==> src/rtl/clock_divider_multi_if.sv <==
// Divisor-load handshake bundle for clock_divider_multi.
// The master requests a load; the slave answers with load_ready.
interface clock_divider_multi_if #(
    parameter int NUM_CH = 4,
    parameter int DIV_W  = 28,
    parameter int CH_W   = (NUM_CH > 1) ? $clog2(NUM_CH) : 1
);
    logic             load_valid;
    logic             load_ready;
    logic [CH_W-1:0]  load_ch;
    logic [DIV_W-1:0] load_div;

    modport master (
        output load_valid,
        output load_ch,
        output load_div,
        input  load_ready
    );

    modport slave (
        input  load_valid,
        input  load_ch,
        input  load_div,
        output load_ready
    );
endinterface

==> src/rtl/clock_divider_multi.sv <==
// Multi-channel divider / tick generator used as clock enables.
// Divisor changes take effect only at period boundaries.
module clock_divider_multi #(
    parameter int NUM_CH      = 4,
    parameter int DIV_W       = 28,
    parameter int DEFAULT_DIV = 2,
    parameter int CH_W        = (NUM_CH > 1) ? $clog2(NUM_CH) : 1
) (
    input  logic              clock_in,
    input  logic              reset,
    input  logic [NUM_CH-1:0] enable,
    input  logic [NUM_CH-1:0] pulse_mode,
    input  logic              sync,
    clock_divider_multi_if.slave ld,
    output logic [NUM_CH-1:0] clock_out,
    output logic [NUM_CH-1:0] tick,
    output logic [NUM_CH-1:0] upd_done
);

    localparam logic [DIV_W-1:0] DIV_DEF = DIV_W'(DEFAULT_DIV);
    localparam logic [DIV_W-1:0] DIV_ONE = DIV_W'(1);

    logic [NUM_CH-1:0] pend_v;
    logic              load_ready;

    // Ready only for an in-range channel with no divisor waiting
    always_comb begin
        load_ready = 1'b0;
        for (int i = 0; i < NUM_CH; i++) begin
            if (ld.load_ch == CH_W'(i)) begin
                load_ready = ~pend_v[i];
            end
        end
    end

    assign ld.load_ready = load_ready;

    for (genvar g = 0; g < NUM_CH; g++) begin : g_ch
        logic [DIV_W-1:0] cnt_q;
        logic [DIV_W-1:0] div_act_q;
        logic [DIV_W-1:0] div_pend_q;
        logic             pend_q;
        logic             out_q;
        logic             tick_q;
        logic             upd_q;

        logic [DIV_W-1:0] d;
        logic [DIV_W-1:0] cnt_nxt;
        logic [DIV_W:0]   h;
        logic             wrap;
        logic             apply;
        logic             accept;

        // Effective divisor, period boundary and load/apply decisions
        always_comb begin
            d       = (div_act_q == '0) ? DIV_ONE : div_act_q;
            wrap    = (cnt_q == d - DIV_ONE);
            cnt_nxt = wrap ? '0 : cnt_q + DIV_ONE;
            h       = ({1'b0, d} + 1'b1) >> 1;
            apply   = pend_q & (~enable[g] | sync | wrap);
            accept  = ld.load_valid & load_ready
                    & (ld.load_ch == CH_W'(g));
        end

        // Counter, outputs and divisor hand-over for this channel
        always_ff @(posedge clock_in or posedge reset) begin
            if (reset) begin
                cnt_q      <= '0;
                div_act_q  <= DIV_DEF;
                div_pend_q <= DIV_DEF;
                pend_q     <= 1'b0;
                out_q      <= 1'b0;
                tick_q     <= 1'b0;
                upd_q      <= 1'b0;
            end else begin
                if (!enable[g]) begin
                    cnt_q  <= '0;
                    tick_q <= 1'b0;
                    out_q  <= 1'b0;
                end else if (sync) begin
                    cnt_q  <= '0;
                    tick_q <= 1'b1;
                    out_q  <= 1'b1;
                end else begin
                    cnt_q  <= cnt_nxt;
                    tick_q <= wrap;
                    out_q  <= pulse_mode[g] ? wrap
                                            : ({1'b0, cnt_nxt} < h);
                end

                upd_q <= apply;

                // apply needs pend_q=1, accept needs pend_q=0
                if (apply) begin
                    div_act_q <= div_pend_q;
                    pend_q    <= 1'b0;
                end else if (accept) begin
                    div_pend_q <= (ld.load_div == '0) ? DIV_ONE
                                                      : ld.load_div;
                    pend_q     <= 1'b1;
                end
            end
        end

        assign clock_out[g] = out_q;
        assign tick[g]      = tick_q;
        assign upd_done[g]  = upd_q;
        assign pend_v[g]    = pend_q;
    end

endmodule
==> src/flat_wrapper.sv <==
// flat-port wrapper written by rule: the top's interface ports become plain ports
module clock_divider_multi_flat 
#(
    parameter int NUM_CH      = 4,
    parameter int DIV_W       = 28,
    parameter int DEFAULT_DIV = 2,
    parameter int CH_W        = (NUM_CH > 1) ? $clog2(NUM_CH) : 1
)
  (clock_in, reset, enable, pulse_mode, sync, clock_out, tick, upd_done, ld_load_valid, ld_load_ch, ld_load_div, ld_load_ready);
  clock_divider_multi_if #(.NUM_CH(NUM_CH), .DIV_W(DIV_W), .CH_W(CH_W)) ld_i ();
  input  logic clock_in;
  input  logic reset;
  input  logic [NUM_CH-1:0] enable;
  input  logic [NUM_CH-1:0] pulse_mode;
  input  logic sync;
  output logic [NUM_CH-1:0] clock_out;
  output logic [NUM_CH-1:0] tick;
  output logic [NUM_CH-1:0] upd_done;
  input wire logic [$bits(ld_i.load_valid)-1:0] ld_load_valid;
  input wire logic [$bits(ld_i.load_ch)-1:0] ld_load_ch;
  input wire logic [$bits(ld_i.load_div)-1:0] ld_load_div;
  output wire logic [$bits(ld_i.load_ready)-1:0] ld_load_ready;
  assign ld_i.load_valid = ld_load_valid;
  assign ld_i.load_ch = ld_load_ch;
  assign ld_i.load_div = ld_load_div;
  assign ld_load_ready = ld_i.load_ready;
  clock_divider_multi #(.NUM_CH(NUM_CH), .DIV_W(DIV_W), .DEFAULT_DIV(DEFAULT_DIV), .CH_W(CH_W)) u_core (.clock_in(clock_in), .reset(reset), .enable(enable), .pulse_mode(pulse_mode), .sync(sync), .ld(ld_i), .clock_out(clock_out), .tick(tick), .upd_done(upd_done));
endmodule
==> config.mk <==
export PLATFORM = sky130hd
export DESIGN_NAME = clock_divider_multi_flat
export DESIGN_NICKNAME = d
export VERILOG_FILES = /design/src/rtl/clock_divider_multi_if.sv /design/src/rtl/clock_divider_multi.sv /design/src/flat_wrapper.sv
export SDC_FILE = /design/constraint.sdc
export NUM_CORES = 1
export LEC_CHECK = 0
export ABC_AREA = 1
export CORE_MARGIN = 1
export CORE_UTILIZATION = 59
export CTS_CLUSTER_DIAMETER = 120
export DETAILED_ROUTE_END_ITERATION = 6
export GPL_ROUTABILITY_DRIVEN = 0
export PLACE_DENSITY = 0.76
export SLEW_MARGIN = 0
export SYNTH_ARGS = -nofsm -noshare
export SYNTH_HDL_FRONTEND = slang
export SYNTH_SLANG_ARGS = --single-unit
export TNS_END_PERCENT = 10
==> constraint.sdc <==
create_clock -name clock_in -period 15.08 [get_ports clock_in]
set_clock_uncertainty 0.05 [all_clocks]
set_input_delay 1.508 -clock clock_in [delete_from_list [all_inputs] [get_ports clock_in]]
set_output_delay 1.508 -clock clock_in [all_outputs]
set_load 0.1 [all_outputs]
==> results of run 1 <==
registers in the layout, summed over array words and instances (netlist names):
register / flops
u_core.g_ch.pend_q: 4
u_core.g_ch.cnt_q: 112
u_core.g_ch.tick_q: 4
u_core.g_ch.div_pend_q: 112
u_core.g_ch.div_act_q: 112
u_core.g_ch.upd_q: 4
u_core.g_ch.out_q: 4
how the worst min path moves through the flow:
| stage | startpoint | end | slack (ps) | cells after the start |
|---|---|---|---|---|
| 2_1_floorplan | u_core.g_ch[0].div_pend_q[22]$_DFFE_PP0P_ | u_core.g_ch[0].div_act_q[22]$_DFFE_PP0P_ | 390 | 2 |
| 3_3_place_gp | u_core.g_ch[2].div_pend_q[16]$_DFFE_PP0P_ | u_core.g_ch[2].div_act_q[16]$_DFFE_PP0P_ | 420 | 2 |
| 3_5_place_dp | u_core.g_ch[1].div_pend_q[27]$_DFFE_PP0P_ | u_core.g_ch[1].div_act_q[27]$_DFFE_PP0P_ | 410 | 2 |
| 4_1_cts | u_core.g_ch[0].div_pend_q[8]$_DFFE_PP0P_ | u_core.g_ch[0].div_act_q[8]$_DFFE_PP0P_ | 430 | 2 |
| 5_1_grt | u_core.g_ch[2].div_pend_q[18]$_DFFE_PP0P_ | u_core.g_ch[2].div_pend_q[18]$_DFFE_PP0P_ | 460 | 2 |
| 6_report | u_core.g_ch[0].div_pend_q[8]$_DFFE_PP0P_ | u_core.g_ch[0].div_act_q[8]$_DFFE_PP0P_ | 430 | 2 |
critical path, delay by kind of cell, from the launching register on:
family / cells / cell delay, ps
AOI/OAI and AO/OA: 3 / 470
xor gates and xnor gates: 1 / 240
adders and majority gates: 2 / 600
buffers and inverters: 1 / 430
DFF: 1 / 450
and+or+nand+nor: 21 / 3260
cells in the final DEF, fill, tap and decap left out, drive strengths merged, types with 11 or more instances in the layout:
cell type      instances
o21ai                253
nand2                736
xnor2                 74
nand4                 71
clkdlybuf4s50         54
inv                  355
dfrtp                344
nor2                 531
clkbuf                56
nor3                  82
a21oi                 56
ha                   120
nand3b                16
or2                   11
xor2                 239
nand3                197
nor4                  34
routing by layer:
metal,vias up,GRT usage
met1,10500,0.430
met2,990,0.522
met4,0,0.148
met5,-,0
li1,10600,-
met3,240,0.0542
cells by family after synthesis:
group / synth area share
flops: 0.360
fa+ha+maj: 0.0612
buf+inv: 0.0792
compound gates: 0.0771
simple gates: 0.310
xor+xnor: 0.113
stage by stage:
| step | hold WS [ps] | power (mW) | utilization | worst slack (ps) | instances |
|---|---|---|---|---|---|
| after floorplan | 392 | 2.32 | - | 3770 | 3306 |
| after global placement | 419 | 2.61 | 0.616 | 9590 | 3790 |
| after detailed placement | 413 | 2.66 | 0.616 | 9570 | 3790 |
| after CTS | 432 | 3.66 | 0.648 | 9540 | 3859 |
| after global routing | 457 | 3.91 | 0.648 | 8880 | 3859 |
| final | 431 | 3.68 | 0.648 | 9490 | 3859 |
power groups by stage:
| stage | combinational (mW) | sequential, mW | clock [mW] |
|---|---|---|---|
| 3_5_place_dp | 1.31 | 1.34 | 0 |
| 2_1_floorplan | 1.06 | 1.25 | 0 |
| 5_1_grt | 1.51 | 1.36 | 1.04 |
| 4_1_cts | 1.32 | 1.33 | 1.01 |
| 3_3_place_gp | 1.27 | 1.34 | 0 |
| 6_report | 1.35 | 1.34 | 0.996 |
cell type report:
class / count / area share
flip-flops and latches: 352 / 0.332
multi-input cells: 2485 / 0.519
repair buffers: 60 / 0.0225
clock inverters: 13 / 0.00684
well taps: 532 / 0.0251
clock buffers: 56 / 0.0431
inverters: 361 / 0.0516
==> results.json, run 1 <==
{
  "run_status": "complete, no violations",
  "power_density_nw_per_um2": 139,
  "max_freq_ghz": 0.179,
  "p_leak_nw": 12.4,
  "report.final.slew_viol_count": 0,
  "core_area_um2": 40900,
  "fp-row-count": 74,
  "tightest_slew_ps": 1210,
  "fin_nets": 3460,
  "drive_gt1_frac": 0.0568,
  "cpMostUsedCell": "nor2_1",
  "start_util": 0.599,
  "final_antenna_net_count": 0,
  "numCtsBuffers": 38,
  "hpwl_mm": 51.7,
  "crit_slowest_cell": "nor4_1",
  "syn_to_final_growth_pct": 8.23,
  "p_sw_mw": 1.51,
  "wl_met3_mm": 5.27,
  "switching_share": 0.411,
  "syn_nets": 3468,
  "clk_pin_slew_worst_paths_ps": 70,
  "via_per_inst": 5.79,
  "first_pass_iters": 6,
  "reg2reg_depth": 28,
  "critical_path.max_stage_delay_ps": 580,
  "regArea_um2": 8820,
  "ys_ff_latch": 352,
  "placed_area_um2": 25200,
  "multiInputGateArea_um2": 13800,
  "wl_per_cell_um": 17.4,
  "cp-end-kind": "flop",
  "start_kind": "flop",
  "met2_length_mm": 30.3,
  "setup_violations": 0,
  "io_buffer_count": 54,
  "final_area_um2": 26500,
  "syn_area_per_cell_um2": 7.42,
  "grt_util_all_layers": 0.325,
  "ys.flop_type": "dfrtp_1",
  "cts.htree.levels": 2,
  "clk_latency_ps": 570,
  "synthCells": 3306,
  "vias": 22300,
  "drc": 0,
  "hold_class": "flop to flop",
  "synth_common_cells": "nand2_1 (730), nor2_1 (508), dfrtp_1 (344)",
  "crit_path_end": "u_core.g_ch[3].out_q$_DFF_PP0_",
  "irDropWorstVdd_uv": 87.8,
  "antenna_found_initial": 0,
  "synth_edf_count": 0,
  "yosysMostFrequentCell": "nand2_1",
  "clock_sinks": 352,
  "yosysSeqAreaShare": 0.360,
  "synth_top_area_share": 0.351,
  "cts.hold.buffers_added": 0,
  "comb_power_share": 0.366,
  "path_max_fanout": 27,
  "worstReg2RegStart": "u_core.g_ch[3].div_act_q[8]$_DFFE_PP0P_",
  "r2r-end": "u_core.g_ch[3].out_q$_DFF_PP0_",
  "die_area_um2": 42400,
  "syn_area_um2": 24500,
  "grt_overflow": 0,
  "ios": 55,
  "cp.arrival_ps": 6020,
  "grt_pass1_wl_mm": 109,
  "rsz0062_at_grt": "false",
  "cts-root-buf": "clkbuf_16",
  "hold_violations": 0,
  "cp.required_ps": 15510,
  "postCtsSetupRepairBufs": 0,
  "pwr-share-seq": 0.363,
  "drt_iter0_markers": 1964,
  "min_period_ps": 5590,
  "die_w_um": 206,
  "maxCapViolCount": 0,
  "grt_max_degree": 186,
  "cp-startpoint": "u_core.g_ch[3].div_act_q[8]$_DFFE_PP0P_",
  "yosys-top-cells-area": "dfrtp_1 (35%), nand2_1 (11%), xor2_1 (8.5%)",
  "cts_tree": "done",
  "wl_met1_mm": 28.1,
  "crit_type": "flop to flop",
  "ys_async_sr_fraction": 1.00,
  "intPower_mw": 2.17,
  "fin_crit_sh": 0.371,
  "max_slew_margin": 0.194,
  "grt_pass1_vias": 21500,
  "n_antenna_cell": 0,
  "wirelength_mm": 67.0,
  "r2r_setup_slack_ps": 9490,
  "fin_tns_setup_ps": 0,
  "yosys_warnings": 0,
  "post_synth_num_cell_types": 63,
  "pwr-share-clk": 0.271,
  "die_y_um": 206,
  "top_layer": "met4",
  "synth_top_cell_by_area": "dfrtp_1",
  "cts_buffer_depth": 3,
  "fill_cells": 3526,
  "cts_resized": 0
}
Power figures use the tool's default switching activity.
==> run 2, diff against run 1 <==
==> constraint.sdc (replaced) <==
create_clock -name clock_in -period 5.8 [get_ports clock_in]
set_clock_uncertainty 0.05 [all_clocks]
set_input_delay 0.58 -clock clock_in [delete_from_list [all_inputs] [get_ports clock_in]]
set_output_delay 0.58 -clock clock_in [all_outputs]
set_load 0.1 [all_outputs]
==> results.json, run 2 (synthesis results as in run 1) <==
{
  "crit_type": "flop to flop",
  "wirelength_mm": 66.7,
  "drive_gt1_frac": 0.0643,
  "core_area_um2": 40900,
  "n_antenna_cell": 0,
  "cts-root-buf": "clkbuf_16",
  "run_status": "finished with violations",
  "antenna_found_initial": 1,
  "grt_overflow": 0,
  "top_layer": "met4",
  "vias": 22000,
  "cp.arrival_ps": 5790,
  "die_y_um": 206,
  "reg2reg_depth": 30,
  "first_pass_iters": 7,
  "io_buffer_count": 54,
  "cts_tree": "done",
  "crit_path_end": "u_core.g_ch[0].out_q$_DFF_PP0_",
  "layout_common_cells": "nand2_1 (730), nor2_1 (504), dfrtp_1 (344), inv_1 (339), xor2_1 (239)",
  "worstReg2RegStart": "u_core.g_ch[0].div_act_q[24]$_DFFE_PP0P_",
  "drc": 4,
  "top_regs": "u_core.g_ch.cnt_q (112), u_core.g_ch.div_act_q (112), u_core.g_ch.div_pend_q (112)",
  "crit_slowest_cell": "dfrtp_1",
  "clk_pin_slew_worst_paths_ps": 60,
  "grt_max_degree": 194,
  "tightest_slew_ps": 1240,
  "rsz0062_at_grt": "false",
  "grt_util_all_layers": 0.323,
  "wl_met1_mm": 29.7,
  "max_freq_ghz": 0.187,
  "p_leak_nw": 12.5,
  "maxCapViolCount": 0,
  "path_max_fanout": 16,
  "syn_to_final_growth_pct": 9.26,
  "fin_crit_sh": 0.922,
  "hold_class": "input port to async pin",
  "ios": 55,
  "hold_violations": 0,
  "power_density_nw_per_um2": 366,
  "report.final.slew_viol_count": 0,
  "fin_cells": 3878,
  "cp.required_ps": 6250,
  "cp-startpoint": "u_core.g_ch[0].div_act_q[24]$_DFFE_PP0P_",
  "dp_cells": 3802,
  "start_kind": "flop",
  "drt_iter0_markers": 2192,
  "grt_pass1_wl_mm": 108,
  "max_slew_margin": 0.171,
  "start_util": 0.599,
  "final_antenna_net_count": 0,
  "r2r_setup_slack_ps": 450,
  "clock_sinks": 352,
  "fin_nets": 3475,
  "irDropWorstVdd_uv": 246,
  "fin_tns_setup_ps": 0,
  "wl_per_cell_um": 17.2,
  "violations": "design-rule violations",
  "clk_latency_ps": 590,
  "setup_violations": 0,
  "wl_met3_mm": 4.79,
  "fp-row-count": 74,
  "min_period_ps": 5350,
  "cts_buffer_depth": 3,
  "die_area_um2": 42400,
  "met2_length_mm": 29.3,
  "cts.hold.buffers_added": 0,
  "via_per_inst": 5.68,
  "die_w_um": 206,
  "cts.htree.levels": 2,
  "hpwl_mm": 51.0,
  "grt_pass1_vias": 21200,
  "layout_commonest_cell": "nand2_1",
  "r2r-end": "u_core.g_ch[0].out_q$_DFF_PP0_",
  "numCtsBuffers": 41,
  "cp-end-kind": "flop",
  "critical_path.max_stage_delay_ps": 540
}
==> run 2: cell count changes in the layout (fill, tap and decap cells not counted), sizes merged <==
cell,previous run,this run
inv,355,356
clkinv,10,18
bufinv,4,7
buf,6,18
clkbuf,56,51
==> run 2: repair_timing <==
action,4_1_cts,5_1_grt
buffers inserted,0,0
resized for setup,0,6
endpoints found under the setup margin,0,2
endpoints found under the hold margin,0,0
==> run 2: critical path: cells and delay by family, from the launching register on <==
kind | cells | cell delay, ps
simple gates | 16 | 1960
compound gates | 6 | 940
buf+inv | 4 | 670
fa+ha+maj | 2 | 550
xor+xnor | 2 | 550
flops | 1 | 540
==> run 2: worst min-delay path by stage <==
stage                                                            to  slack, ps  cells past startpoint
final                     u_core.g_ch[3].div_pend_q[22]$_DFFE_PP0P_        210                      2
after global routing      u_core.g_ch[3].div_pend_q[21]$_DFFE_PP0P_        220                      2
after CTS                 u_core.g_ch[3].div_pend_q[22]$_DFFE_PP0P_        190                      2
after detailed placement   u_core.g_ch[0].div_act_q[24]$_DFFE_PP0P_        420                      2
after global placement     u_core.g_ch[0].div_act_q[24]$_DFFE_PP0P_        410                      2
after floorplan            u_core.g_ch[0].div_act_q[22]$_DFFE_PP0P_        390                      2
==> run 2: area by class of cell <==
cell class,count,area [um2]
clock buffer,51,1110
multi-input combinational,2485,13800
clock inverter,25,352
tap,532,666
timing repair buffer,72,688
fill,3466,14100
inverter,361,1370
sequential,352,8820
==> run 2: routing by layer <==
metal,vias up,global-route usage
met2,846,0.495
met3,181,0.0465
met5,-,0
met1,10400,0.455
met4,0,0.143
li1,10600,-
==> run 2: power by group <==
| part | switching [mW] | internal (mW) |
|---|---|---|
| sequential | 0.556 | 2.90 |
| combinational | 2.33 | 1.20 |
| clock | 1.11 | 1.69 |
==> run 2: per-stage QoR <==
step | instance area (um2) | worst slack (ps) | utilization | hold WS [ps] | power (mW)
2_1_floorplan | 24500 | 462 | - | 392 | 6.02
3_3_place_gp | 25300 | 593 | 0.618 | 411 | 6.77
3_5_place_dp | 25300 | 543 | 0.618 | 415 | 6.89
4_1_cts | 26800 | 508 | 0.654 | 191 | 9.74
5_1_grt | 26800 | 0.0107 | 0.655 | 218 | 10.4
6_report | 26800 | 453 | 0.655 | 211 | 9.79
